$ cat src/rtl/alu_sequencer.sv
// Multi-cycle ALU front end: single-cycle ops go through the ALU datapath,
// multiply runs as an iterative unsigned shift-and-add over SIZE cycles.
module alu_sequencer #(
  parameter int SIZE = 16
) (
  input  logic            clk,
  input  logic            reset,
  input  logic            start_valid,
  output logic            start_ready,
  input  logic [2:0]      operation,
  input  logic [SIZE-1:0] op1,
  input  logic [SIZE-1:0] op2,
  output logic            result_valid,
  input  logic            result_ready,
  output logic [SIZE-1:0] result,
  output logic            zero,
  output logic            overflow,
  output logic            busy
);

  localparam int CW = $clog2(SIZE);

  localparam logic [1:0] S_IDLE = 2'd0;
  localparam logic [1:0] S_EXEC = 2'd1;
  localparam logic [1:0] S_MUL  = 2'd2;
  localparam logic [1:0] S_DONE = 2'd3;

  logic [1:0]        r_state;
  logic [2:0]        r_op;
  logic [SIZE-1:0]   r_a;
  logic [SIZE-1:0]   r_b;
  logic [SIZE-1:0]   r_mplier;
  logic [2*SIZE-1:0] r_acc;
  logic [2*SIZE-1:0] r_mcand;
  logic [CW-1:0]     r_count;
  logic [SIZE-1:0]   r_result;
  logic              r_zero;
  logic              r_ovf;

  logic [SIZE-1:0]   w_neg_b;
  logic [SIZE:0]     w_sum;
  logic [SIZE:0]     w_diff;
  logic [SIZE-1:0]   w_alu_res;
  logic              w_alu_ovf;
  logic [2*SIZE-1:0] w_acc_next;

  // Subtraction carry uses the SIZE-bit two's complement, so op2 == 0 yields no carry.
  always_comb begin
    w_neg_b   = '0 - r_b;
    w_sum     = {1'b0, r_a} + {1'b0, r_b};
    w_diff    = {1'b0, r_a} + {1'b0, w_neg_b};
    w_alu_res = '0;
    w_alu_ovf = 1'b0;
    case (r_op)
      3'b000: begin
        w_alu_res = w_sum[SIZE-1:0];
        w_alu_ovf = w_sum[SIZE];
      end
      3'b001: begin
        w_alu_res = w_diff[SIZE-1:0];
        w_alu_ovf = w_diff[SIZE];
      end
      3'b011:  w_alu_res = r_a & r_b;
      3'b100:  w_alu_res = r_a | r_b;
      3'b101:  w_alu_res = ~r_a;
      default: w_alu_res = '0;
    endcase
  end

  assign w_acc_next = r_mplier[0] ? (r_acc + r_mcand) : r_acc;

  always_ff @(posedge clk or posedge reset) begin
    if (reset) begin
      r_state  <= S_IDLE;
      r_op     <= '0;
      r_a      <= '0;
      r_b      <= '0;
      r_mplier <= '0;
      r_acc    <= '0;
      r_mcand  <= '0;
      r_count  <= '0;
      r_result <= '0;
      r_zero   <= 1'b0;
      r_ovf    <= 1'b0;
    end else begin
      case (r_state)
        S_IDLE: begin
          if (start_valid) begin
            r_op <= operation;
            r_a  <= op1;
            r_b  <= op2;
            if (operation == 3'b010) begin
              r_acc    <= '0;
              r_mcand  <= {{SIZE{1'b0}}, op1};
              r_mplier <= op2;
              r_count  <= '0;
              r_state  <= S_MUL;
            end else begin
              r_state  <= S_EXEC;
            end
          end
        end
        S_EXEC: begin
          r_result <= w_alu_res;
          r_ovf    <= w_alu_ovf;
          r_zero   <= (w_alu_res == '0);
          r_state  <= S_DONE;
        end
        S_MUL: begin
          r_acc    <= w_acc_next;
          r_mcand  <= r_mcand << 1;
          r_mplier <= r_mplier >> 1;
          r_count  <= r_count + CW'(1);
          // Last step: publish from the updated accumulator, not the stale one.
          if (r_count == CW'(SIZE - 1)) begin
            r_result <= w_acc_next[SIZE-1:0];
            r_ovf    <= |w_acc_next[2*SIZE-1:SIZE];
            r_zero   <= (w_acc_next[SIZE-1:0] == '0);
            r_state  <= S_DONE;
          end
        end
        S_DONE: begin
          if (result_ready) r_state <= S_IDLE;
        end
        default: r_state <= S_IDLE;
      endcase
    end
  end

  assign start_ready  = (r_state == S_IDLE);
  assign result_valid = (r_state == S_DONE);
  assign busy         = (r_state != S_IDLE);
  assign result       = r_result;
  assign zero         = r_zero;
  assign overflow     = r_ovf;

endmodule

$ cat config.mk
export PLATFORM = sky130hd
export DESIGN_NAME = alu_sequencer
export DESIGN_NICKNAME = d
export VERILOG_FILES = /design/src/rtl/alu_sequencer.sv
export SDC_FILE = /design/constraint.sdc
export NUM_CORES = 1
export LEC_CHECK = 0
export BUFFER_PORTS_ARGS = -buffer_cell sky130_fd_sc_hd__buf_4
export CORE_MARGIN = 10
export CORE_UTILIZATION = 38
export CTS_CLUSTER_DIAMETER = 50
export DETAILED_ROUTE_END_ITERATION = 12
export HOLD_SLACK_MARGIN = 0.05
export PLACE_DENSITY_LB_ADDON = 0.3
export SKIP_LAST_GASP = 1
export SLEW_MARGIN = 20
export SYNTH_ARGS = -nofsm -noshare
export SYNTH_HDL_FRONTEND = slang
export SYNTH_SLANG_ARGS = --single-unit
$ cat constraint.sdc
create_clock -name clk -period 7.7 [get_ports clk]
set_input_delay 1.925 -clock clk [delete_from_list [all_inputs] [get_ports clk]]
set_output_delay 1.925 -clock clk [all_outputs]
set_load 0.01 [all_outputs]
Word-level counts from Yosys, hierarchy flattened
Index checks and enable logic that the tools add are counted.
{ "word_totals": {"output_inout_bits": 21, "elab_cells": 70, "ff_bits": 139, "inputBits": 39} }
{ "classes": {"n_eq_ne": 13, "n_reduce_logical": 12, "bitwise": 3, "add_sub_neg": 5, "muxes": 26} }
{ "op_table": {"columns": ["cell", "count"], "rows": [
  ["32-bit two-way mux", 5],
  ["32-bit case mux with 2 select lines", 2],
  ["16-bit case mux with 5 select lines", 1],
  ["16-bit case mux with 2 select lines", 2],
  ["16-bit two-way mux", 3],
  ["16-bit by 16-bit adder with 17-bit output", 2],
  ["32-bit adder", 1],
  ["16-bit logical NOT", 2],
  ["16-bit AND", 1],
  ["16-bit inverter", 1],
  ["16-bit OR", 1],
  ["16-bit OR reduction", 1],
  ["1-bit by 16-bit subtractor with 16-bit output, first input constant", 1],
  ["2-bit two-way mux", 4],
  ["4-bit two-way mux", 2],
  ["2-bit case mux with 4 select lines", 1],
  ["4-bit case mux with 2 select lines", 1],
  ["3-bit by 2-bit equality test with 1-bit output, second input constant", 2],
  ["3-bit equality test, second input constant", 2],
  ["1-bit case mux with 2 select lines", 3],
  ["3-bit AND reduction", 2],
  ["2-bit nonzero test", 3],
  ["4-bit by 1-bit adder with 4-bit output, second input constant", 1],
  ["2-bit equality test, second input constant", 2],
  ["other kinds (9)", 13]
]} }

Depth between registers and ports, before layout
Gate-level depths: netlist of run 1.
{ "logic_depth": {"depth_word": 5, "ltp_mapped": 17, "mapped_depth_nobuf": 16} }

Least setup slack after synthesis of run 1
Ideal clock, no wire load.
{ "synth_path": {"kind": "input -> register", "start": "in operation[0]", "end": "reg r_mcand[16]", "setup_ns": 0.066, "path_buffers": 3, "cell_stages": 7, "required_time_ns": 7.634, "arrival_time_ns": 3.501, "setup_slack_ns": 4.133, "path_cell_list": "or3b_2 > o22ai_1 > clkbuf_1 > clkbuf_1 > clkbuf_1 > nand3_1 > nand2_1"} }
{ "synth_via": {"elab_chain_cells": 3} }
{ "synth_rtl": {"columns": ["item", "line_no", "source"], "rows": [
  ["start, declared", "10", "input logic [2:0] operation,"],
  ["3-bit by 2-bit equality test with 1-bit output", "92", "if (operation == 3'b010) begin"],
  ["2-bit by 1-bit inequality test with 1-bit output (no source line)", null, null],
  ["3-bit AND reduction (no source line)", null, null],
  ["end signal, assigned", "94", "r_mcand <= {{SIZE{1'b0}}, op1};"],
  ["end signal, assigned", "111", "r_mcand <= r_mcand << 1;"],
  ["end, declared", "34", "logic [2*SIZE-1:0] r_mcand;"]
]} }
No other way between the ends.
A chain may end at the register's enable or synchronous reset.

Worst setup path in the final report of run 1
{ "layout_path": {"start": "reg r_b[3]", "end": "reg r_zero (netlist: zero)"} }
{ "layout_via": {"elab_chain_cells": 5, "elab_cells_between_ends": 8, "cone_classes": "3 x add/sub; 2 x mux; 2 x bitwise; 1 x reduce/logical"} }
{ "layout_rtl": {"columns": ["item", "line_no", "source"], "rows": [
  ["start, declared", "31", "logic [SIZE-1:0] r_b;"],
  ["start signal, assigned", "91", "r_b <= op2;"],
  ["1-bit by 16-bit subtractor with 16-bit output", "49", "w_neg_b = '0 - r_b;"],
  ["16-bit by 16-bit adder with 17-bit output", "51", "w_diff = {1'b0, r_a} + {1'b0, w_neg_b};"],
  ["16-bit case mux with 5 select lines (*)", "54", "case (r_op)"],
  ["16-bit logical NOT (*)", "106", "r_zero <= (w_alu_res == '0);"],
  ["1-bit case mux with 2 select lines (*)", "86", "case (r_state)"],
  ["end signal, assigned", "106", null],
  ["end signal, assigned", "118", "r_zero <= (w_acc_next[SIZE-1:0] == '0);"],
  ["end, declared", "37", "logic r_zero;"]
]} }
Mark *: on every way between the ends. The rest lies on a longest branch, timed or not.

==> summary.txt, run 1 <==
CTS resizes: 0
Slew Viols, Final: 0
Clock buffer depth: 2
Most used cell along the critical path: nand2_1
# rows: 60
Violation count after the first detailed-route iteration: 784
Setup slack after layout: 3.37 ns
First-pass GRT wire length: 49.9 mm
Syn_nets: 1360
CP max stage delay: 0.55 ns
Cells along the critical path: nor4_1, nand2_1, or3_1, xnor2_1, ha_1, nand2_1, o31ai_1, o2bb2ai_1, a221oi_1, nand2_1, nor4_2, nand3_1, o31ai_2
Critical path launch point type: flop
Hold-fix buffers at CTS: 0
Design Area, Final: 11900 um2
Synth warn: 0
Pre-Repair DR Iteration Count: 5
WP data required: 8.04 ns
Crit path max-delay cell type: a221oi_1
Maximum vdd drop: 0.262 mV
# diodes: 0
# DRC: 0
Worst Setup End Kind: flop
Max Cap Violations: 0
Yosys reg bits: 139
Antenna-violating nets left: 0
Status: finished clean
Largest net degree at the start of global routing: 87
P per Cell Area: 422 nW/um2
Post-route minimum period: 4.33 ns
Number of flops mapped to enable cells by yosys: 0
Sequential Area: 3480 um2
Fill count: 2669
CP max FO: 7
Most common cell in the netlist: nand2_1
Max Freq: 0.231 GHz
Worst Skew: 0.0133 ns
Vias per cell: 5.70
Final setup vio count: 0
Core ar.: 27200 um2
CP Buf/Inv Count: 0
Mapped Area: 10600 um2
Starting Density: 38.9%
Routability cong.: 0.925
Period utilization: 56.3%
Wirelength per Cell: 19.1 um
TritonCTS Buffers: 17
Top post-synthesis cells by area: dfrtp_1 (33%), ha_1 (10%), nand2_1 (5.2%)
CP Data Arrival Time: 4.67 ns
Final Hold Viols: 0
Yosys cell types: 73
Vias in the first global route: 8978
Setup_tns: 0 ns
Area post-placement: 11300 um2
Setup CP Type: flop to flop
Area growth from synthesis to layout: 13.1%
Post-synth top area share: 32.9%
Pleak: 0.00553 uW
Worst-Margin Slew: 0.958 ns
Worst skew pair latency: 0.44 ns
Vias: 9370
DP HPWL: 23.5 mm
Synth Flop Type: dfrtp_1
PortBufs: 59
Initial antenna violation count: 0
Clock root buffer: clkbuf_16
Hold/Removal Path Class: flop to flop
Die Area: 34900 um2
Height of the die: 187 um
Synthesized area per cell: 8.57 um2
Top delay family on crit path: simple AND/OR/NAND/NOR gates
Final wirelength: 31.4 mm
Most frequent cells after synthesis: nand2_1 (146), dfrtp_1 (139), o21ai_0 (92)
All-layer global routing usage: 17.5%
Die X: 187 um
RSZ-0062 raised after global routing: no
Post-CTS Setup Inserts: 0
CTS H-tree lvls: 4
Worst-path clk slew: 0.07 ns
Pre-CTS setup slack: 3.13 ns
CTS sink count: 139
Boundary Pins: 60
Post-synthesis sequential area ratio: 32.9%
Fin nets: 1386
Ys async rst share: 100%
Remaining Overflow, GRT: 0
Area of the multi-input gates: 6610 um2
Post-synth top area cell: dfrtp_1
Relative slew slack: 35.9%
Share of cells above drive strength 1: 13.0%
WHS: 0.472 ns
TritonCTS clock tree: done
Mapped Cells: 1232
tightest hold or removal path, stage by stage (launching register included):
cell and delay (ns):
dfrtp_1 0.34, nand2_1 0.05, nand2_1 0.05
stage by stage:
stage | total power (uW) | utilization, % | instances
2_1_floorplan | 3290 | - | 1232
3_3_place_gp | 4120 | 41.8 | 1611
3_5_place_dp | 4160 | 41.8 | 1611
4_1_cts | 5030 | 44.0 | 1643
5_1_grt | 5420 | 44.0 | 1643
6_report | 5040 | 44.0 | 1643
state kept, by name (all words and copies together), names as in the netlist, 2 cells and up:
| signal | count |
|---|---|
| r_a | 16 |
| r_mplier | 16 |
| r_b | 16 |
| result | 16 |
| r_op | 3 |
| r_state | 2 |
| r_count | 4 |
| r_acc | 32 |
| r_mcand | 32 |
cell usage in the layout (no fill, tap or decap), types with 35 or more instances in the layout:
cell type | Yosys | routed
buf_4 | 0 | 69
nor2_1 | 74 | 74
ha_1 | 86 | 85
nand3_1 | 35 | 35
mux2_2 | 43 | 43
dfrtp_1 | 139 | 138
o21ai_0 | 92 | 92
nand2_1 | 146 | 145
inv_1 | 72 | 71
a21oi_1 | 89 | 88
path summary, 6_finish.rpt:
check | from | end | slack, ns | cells after the start
worst max-delay path | r_b[3] | zero | 3.37 | 13
worst min-delay path | result[13] | result[13] | 0.47 | 2
worst max register to register | r_b[3] | zero | 3.37 | 13
worst min register to register | result[13] | result[13] | 0.47 | 2
max in group asynchronous | reset | r_mplier[0] | 4.77 | 3
min in group asynchronous | reset | result[3] | 1.64 | 2
final cells by class:
type | count | area share [%]
clock buffers | 17 | 3.56
clock inverters | 15 | 1.47
inverters | 73 | 2.34
multi-input cells | 958 | 55.3
flip-flops and latches | 139 | 29.1
well taps | 372 | 3.90
repair buffers | 69 | 4.34
layer usage:
metal	track usage, %	wire length (um)	up-vias
li1	-	-	4527
met1	24.1	14800	4584
met2	27.6	14600	217
met3	2.61	1280	42
met4	5.89	780	0
met5	0	0	-
cells by family after synthesis:
logic type | Yosys count | share of synthesized area, %
AND/OR/NAND/NOR | 388 | 17.4
multiplexers | 69 | 7.17
adder cells (fa/ha/maj) | 89 | 10.8
buffers and inverters | 135 | 4.88
AO/OA/AOI/OAI | 354 | 22.0
flip-flops | 139 | 32.9
XOR/XNOR | 58 | 4.88
report_power, final:
part / switching (uW) / internal, uW
Clock: 385 / 464
Sequential: 305 / 922
Combinational: 1790 / 1180
No activity file was read; power rests on OpenSTA's default activity.
==> inputs of run 2 (changes only) <==
Clock period 7.7 ns to 4.3 ns, I/O delays scaled along.
==> run 2 against run 1 <==
Net effect: combinational power is 82% higher; via count is 0.63% higher; maximum frequency is 7.7% higher; cell count is 0.67% higher; die area stayed put; sequential share of layout area is 0.19 points lower; core utilization is 0.29 points higher; power is 79% higher; largest cell class unchanged; highest routed layer unchanged.
==> summary.txt, run 2 (synthesized netlist as in run 1, its figures left out) <==
Violation count after the first detailed-route iteration: 822
Starting Density: 38.9%
# DRC: 0
Vias per cell: 5.70
Final Hold Viols: 0
RSZ-0062 raised after global routing: no
Die Area: 34900 um2
Most used cell along the critical path: a2111o_1
Maximum vdd drop: 0.463 mV
Worst Setup End Kind: flop
P per Cell Area: 750 nW/um2
Fin util: 44.2%
Initial antenna violation count: 0
Relative slew slack: 44.0%
Area of the multi-input gates: 6610 um2
Worst Skew: 0.00889 ns
CP max FO: 5
Boundary Pins: 60
Worst Hold Depth: 2
Setup_tns: 0 ns
Die X: 187 um
Status: finished clean
Slew Viols, Final: 0
Max Cap Violations: 0
Vias: 9429
Height of the die: 187 um
CP max stage delay: 0.52 ns
CTS sink count: 139
Worst skew pair latency: 0.43 ns
CTS H-tree lvls: 4
Max Freq: 0.248 GHz
WHS: 0.484 ns
Cells along the critical path: nor4_1, nand2_1, nor2_1, xnor2_1, ha_1, a2111o_1, o21ai_1, xor2_1, o221ai_1, or4_1, a2111o_1, nor4_2, nand3_1, o31ai_2
Wirelength per Cell: 19.1 um
Pleak: 0.00557 uW
Area growth from synthesis to layout: 13.8%
FF-to-FF path depth: 14
Biggest registers after layout: r_acc: 32 flops, r_mcand: 32 flops
Commonest non-fill, non-tap cell in the layout: nand2_1
Top delay family on crit path: simple AND/OR/NAND/NOR gates
Remaining Overflow, GRT: 0
Sequential Area: 3480 um2
CP Data Arrival Time: 4.36 ns
Final wirelength: 31.6 mm
Final setup vio count: 0
WP depth: 14
Clock buffer depth: 2
Vias in the first global route: 9282
Worst-Margin Slew: 0.819 ns
Setup CP Type: flop to flop
Fill count: 2778
CP Buf/Inv Count: 0
Clock root buffer: clkbuf_16
Crit path max-delay cell type: or4_1
Worst-path clk slew: 0.07 ns
Commonest cells after routing, fill and taps aside: nand2_1 (145), dfrtp_1 (138), o21ai_0 (92)
# rows: 60
Largest net degree at the start of global routing: 75
DP HPWL: 24.0 mm
Pre-Repair DR Iteration Count: 6
Antenna-violating nets left: 0
Routability cong.: 0.923
Core ar.: 27200 um2
Hold/Removal Path Class: flop to flop
# diodes: 0
Critical path launch point type: flop
Post-route minimum period: 4.03 ns
All-layer global routing usage: 17.9%
Share of cells above drive strength 1: 13.7%
TritonCTS clock tree: done
TritonCTS Buffers: 17
Hold-fix buffers at CTS: 0
Period utilization: 93.6%
Fin nets: 1397
First-pass GRT wire length: 51.3 mm
WP data required: 4.63 ns
PortBufs: 59
[run 2: cell count changes in the layout (fill, tap and decap cells not counted), moves of 2 or more]
cell and delta:
inv_6 -2, clkinv_8 -2, buf_4 +10, clkinvlp_4 +3
inv_8 -5, clkinv_2 +2
[run 2: area by class of cell]
cell class	count	share of cell area, %
clock buffer	19	3.68
clock inverter	13	1.18
sequential	139	28.9
multi-input combinational	958	54.9
tap	372	3.87
timing repair buffer	80	5.10
inverter	73	2.31
[run 2: where the power goes]
part | switching (uW) | total [uW] | internal, uW
combinational | 3240 | 5400 | 2160
sequential | 471 | 2120 | 1650
clock | 625 | 1500 | 873
total | 4330 | 9020 | 4690
[run 2: worst paths after layout]
check	startpoint	end	slack, ns
max in group asynchronous	reset	r_mplier[0]	2.80
hold / removal	result[2]	result[2]	0.48
setup reg to reg	r_b[3]	zero	0.27
setup / recovery	r_b[3]	zero	0.27
hold reg to reg	result[2]	result[2]	0.48
min in group asynchronous	reset	result[5]	0.72
[run 2: metrics by stage]
step | power (uW) | setup slack [ns] | std cells | instance area (um2)
after global routing | 9720 | 0.00533 | 1654 | 12000
final | 9020 | 0.273 | 1654 | 12000
after floorplan | 5890 | 0.795 | 1232 | 10600
after detailed placement | 7450 | 0.378 | 1622 | 11400
after CTS | 9000 | 0.335 | 1654 | 12000
after global placement | 7380 | 0.424 | 1622 | 11400
[run 2: repair_timing]
item                       4_1_cts  5_1_grt
setup endpoints to repair        0        1
buffers inserted                 0        0
gates resized for setup          0        1
[run 2: worst reg2reg max path: stages (launching register included)]
cell	delay, ns
dfrtp_1	0.43
nor4_1	0.48
nand2_1	0.15
nor2_1	0.14
xnor2_1	0.11
ha_1	0.24
a2111o_1	0.40
o21ai_1	0.26
xor2_1	0.20
o221ai_1	0.20
or4_1	0.52
a2111o_1	0.36
nor4_2	0.15
nand3_1	0.12
o31ai_2	0.19
[run 2: per-layer routing]
layer	global-route usage [%]	share of wire [%]
met1	23.7	46
met2	28.6	46
met3	3.82	5.3
met4	5.58	2.1
met5	0	0
==> inputs of run 3 (changes only) <==
Settings changed: BUFFER_PORTS_ARGS -buffer_cell sky130_fd_sc_hd__buf_4 to default, DONT_BUFFER_PORTS from default to 1.
Clock period 4.3 ns to 3.9 ns, I/O delays scaled along.
==> run 3 against run 2 <==
Net effect: largest power group unchanged; sequential power is 13% higher; sequential share of layout area grew 0.50 points; largest cell class unchanged; first-iteration DRC count fell by 12%; cell count decreased by 2.4%; core utilization decreased by 0.71 points; non-clock buffer count down 39; die area unchanged; critical path depth stayed put.
==> summary.txt, run 3 (synthesized netlist as in run 1, its figures left out) <==
Status: finished clean
CP max stage delay: 0.43 ns
Pleak: 0.00537 uW
Slew Viols, Final: 0
Final setup vio count: 0
Setup CP Type: flop to flop
Dpl cells: 1576
P per Cell Area: 864 nW/um2
First-pass GRT wire length: 50.1 mm
DP HPWL: 24.1 mm
# rows: 60
WP depth: 14
Core ar.: 27200 um2
Boundary Pins: 60
Starting Density: 38.9%
Initial antenna violation count: 1
Relative slew slack: 42.3%
CP Buf/Inv Count: 2
WP data required: 4.24 ns
Largest net degree at the start of global routing: 84
Period utilization: 96.1%
Area growth from synthesis to layout: 12.0%
Die X: 187 um
Fin cells: 1615
Clock buffer depth: 2
TritonCTS Buffers: 17
Share of cells above drive strength 1: 12.5%
# DRC: 0
Top delay family on crit path: compound AO/OA/AOI/OAI gates
Maximum vdd drop: 0.507 mV
Wirelength per Cell: 19.8 um
Pre-Repair DR Iteration Count: 5
Biggest registers after layout: r_acc: 32 flops, r_mcand: 32 flops
Crit path max-delay cell type: a2111o_1
Hold/Removal Path Class: flop to flop
# diodes: 0
TritonCTS clock tree: done
Max Freq: 0.267 GHz
Hold-fix buffers at CTS: 0
Antenna-violating nets left: 0
Most used cell along the critical path: a2111o_1
Post-route minimum period: 3.75 ns
Max Cap Violations: 0
All-layer global routing usage: 17.6%
Worst Skew: 0.00960 ns
CP Data Arrival Time: 4.09 ns
PortBufs: 0
Pre-CTS setup slack: 0.118 ns
Worst Setup End Kind: flop
CTS H-tree lvls: 4
Vias: 9305
Routability cong.: 0.963
CTS sink count: 139
Worst-path clk slew: 0.07 ns
Violation count after the first detailed-route iteration: 725
Die Area: 34900 um2
Final Hold Viols: 0
Commonest cells after routing, fill and taps aside: nand2_1 (145), dfrtp_1 (136), o21ai_0 (91)
CP max FO: 4
Setup_tns: 0 ns
Worst skew pair latency: 0.43 ns
Setup slack after layout: 0.151 ns
Remaining Overflow, GRT: 0
Fin nets: 1358
Clock root buffer: clkbuf_16
FF-to-FF path depth: 14
Vias per cell: 5.76
Cells along the critical path: buf_4, inv_1, a41oi_1, a21oi_2, ha_4, a2111o_1, o21ai_2, xor2_1, o221ai_2, or4_1, a2111o_1, nor4_2, nand3_1, o31ai_2
Vias in the first global route: 8785
Commonest non-fill, non-tap cell in the layout: nand2_1
Fin util: 43.5%
Worst Hold Depth: 2
Final wirelength: 32.0 mm
Height of the die: 187 um
Worst-Margin Slew: 0.859 ns
Critical path launch point type: flop
## run 3: cell count changes in the layout (fill, tap and decap cells not counted), moves of 3 or more
cell	before	now
inv_6	2	5
ha_1	85	81
ha_2	1	4
buf_4	79	38
## run 3: worst reg2reg max path, stage by stage, from the launching register on
cell      delay (ns)
dfrtp_1         0.41
buf_4           0.15
inv_1           0.10
a41oi_1         0.15
a21oi_2         0.22
ha_4            0.24
a2111o_1        0.43
o21ai_2         0.18
xor2_1          0.20
o221ai_2        0.16
or4_1           0.43
a2111o_1        0.40
nor4_2          0.24
nand3_1         0.12
o31ai_2         0.23
## run 3: power breakdown
part	switching (uW)	internal, uW	total, uW
Combinational	3710	2540	6250
Clock	694	894	1590
Sequential	562	1820	2390
## run 3: area by class of cell
| cell class | count | area (um2) |
|---|---|---|
| fillers | 2725 | 15300 |
| inverters | 73 | 278 |
| flip-flops and latches | 139 | 3480 |
| well taps | 372 | 465 |
| multi-input cells | 958 | 6700 |
| clock buffers | 19 | 433 |
| clock inverters | 13 | 131 |
| repair buffers | 41 | 345 |
## run 3: stage by stage
step	power, uW	hold WS [ns]	instance area, um2
2_1_floorplan	6500	0.459	10600
4_1_cts	9900	0.493	11700
5_1_grt	10900	0.516	11800
3_5_place_dp	8260	0.479	11100
6_report	10200	0.491	11800
3_3_place_gp	8200	0.473	11100
## run 3: path summary, 6_finish.rpt
check / end / from / slack, ns
min in group asynchronous: r_mcand[9] / reset / 0.52
max in group asynchronous: r_b[1] / reset / 2.91
worst min-delay path: r_mcand[31] / r_mcand[31] / 0.49
worst min register to register: r_mcand[31] / r_mcand[31] / 0.49
worst max-delay path: zero / r_b[4] / 0.15
worst max register to register: zero / r_b[4] / 0.15
## run 3: layer usage
metal / track usage [%] / vias up / routed length [um]
met5: 0 / - / 0
met4: 5.49 / 0 / 702
met3: 4.97 / 43 / 2260
met2: 28.6 / 232 / 15000
met1: 22.2 / 4543 / 14000
li1: - / 4487 / -
## run 3: timing repair
action / CTS / global route
endpoints found under the setup margin: 0 / 4
resized for setup: 0 / 24
setup buffers: 0 / 7
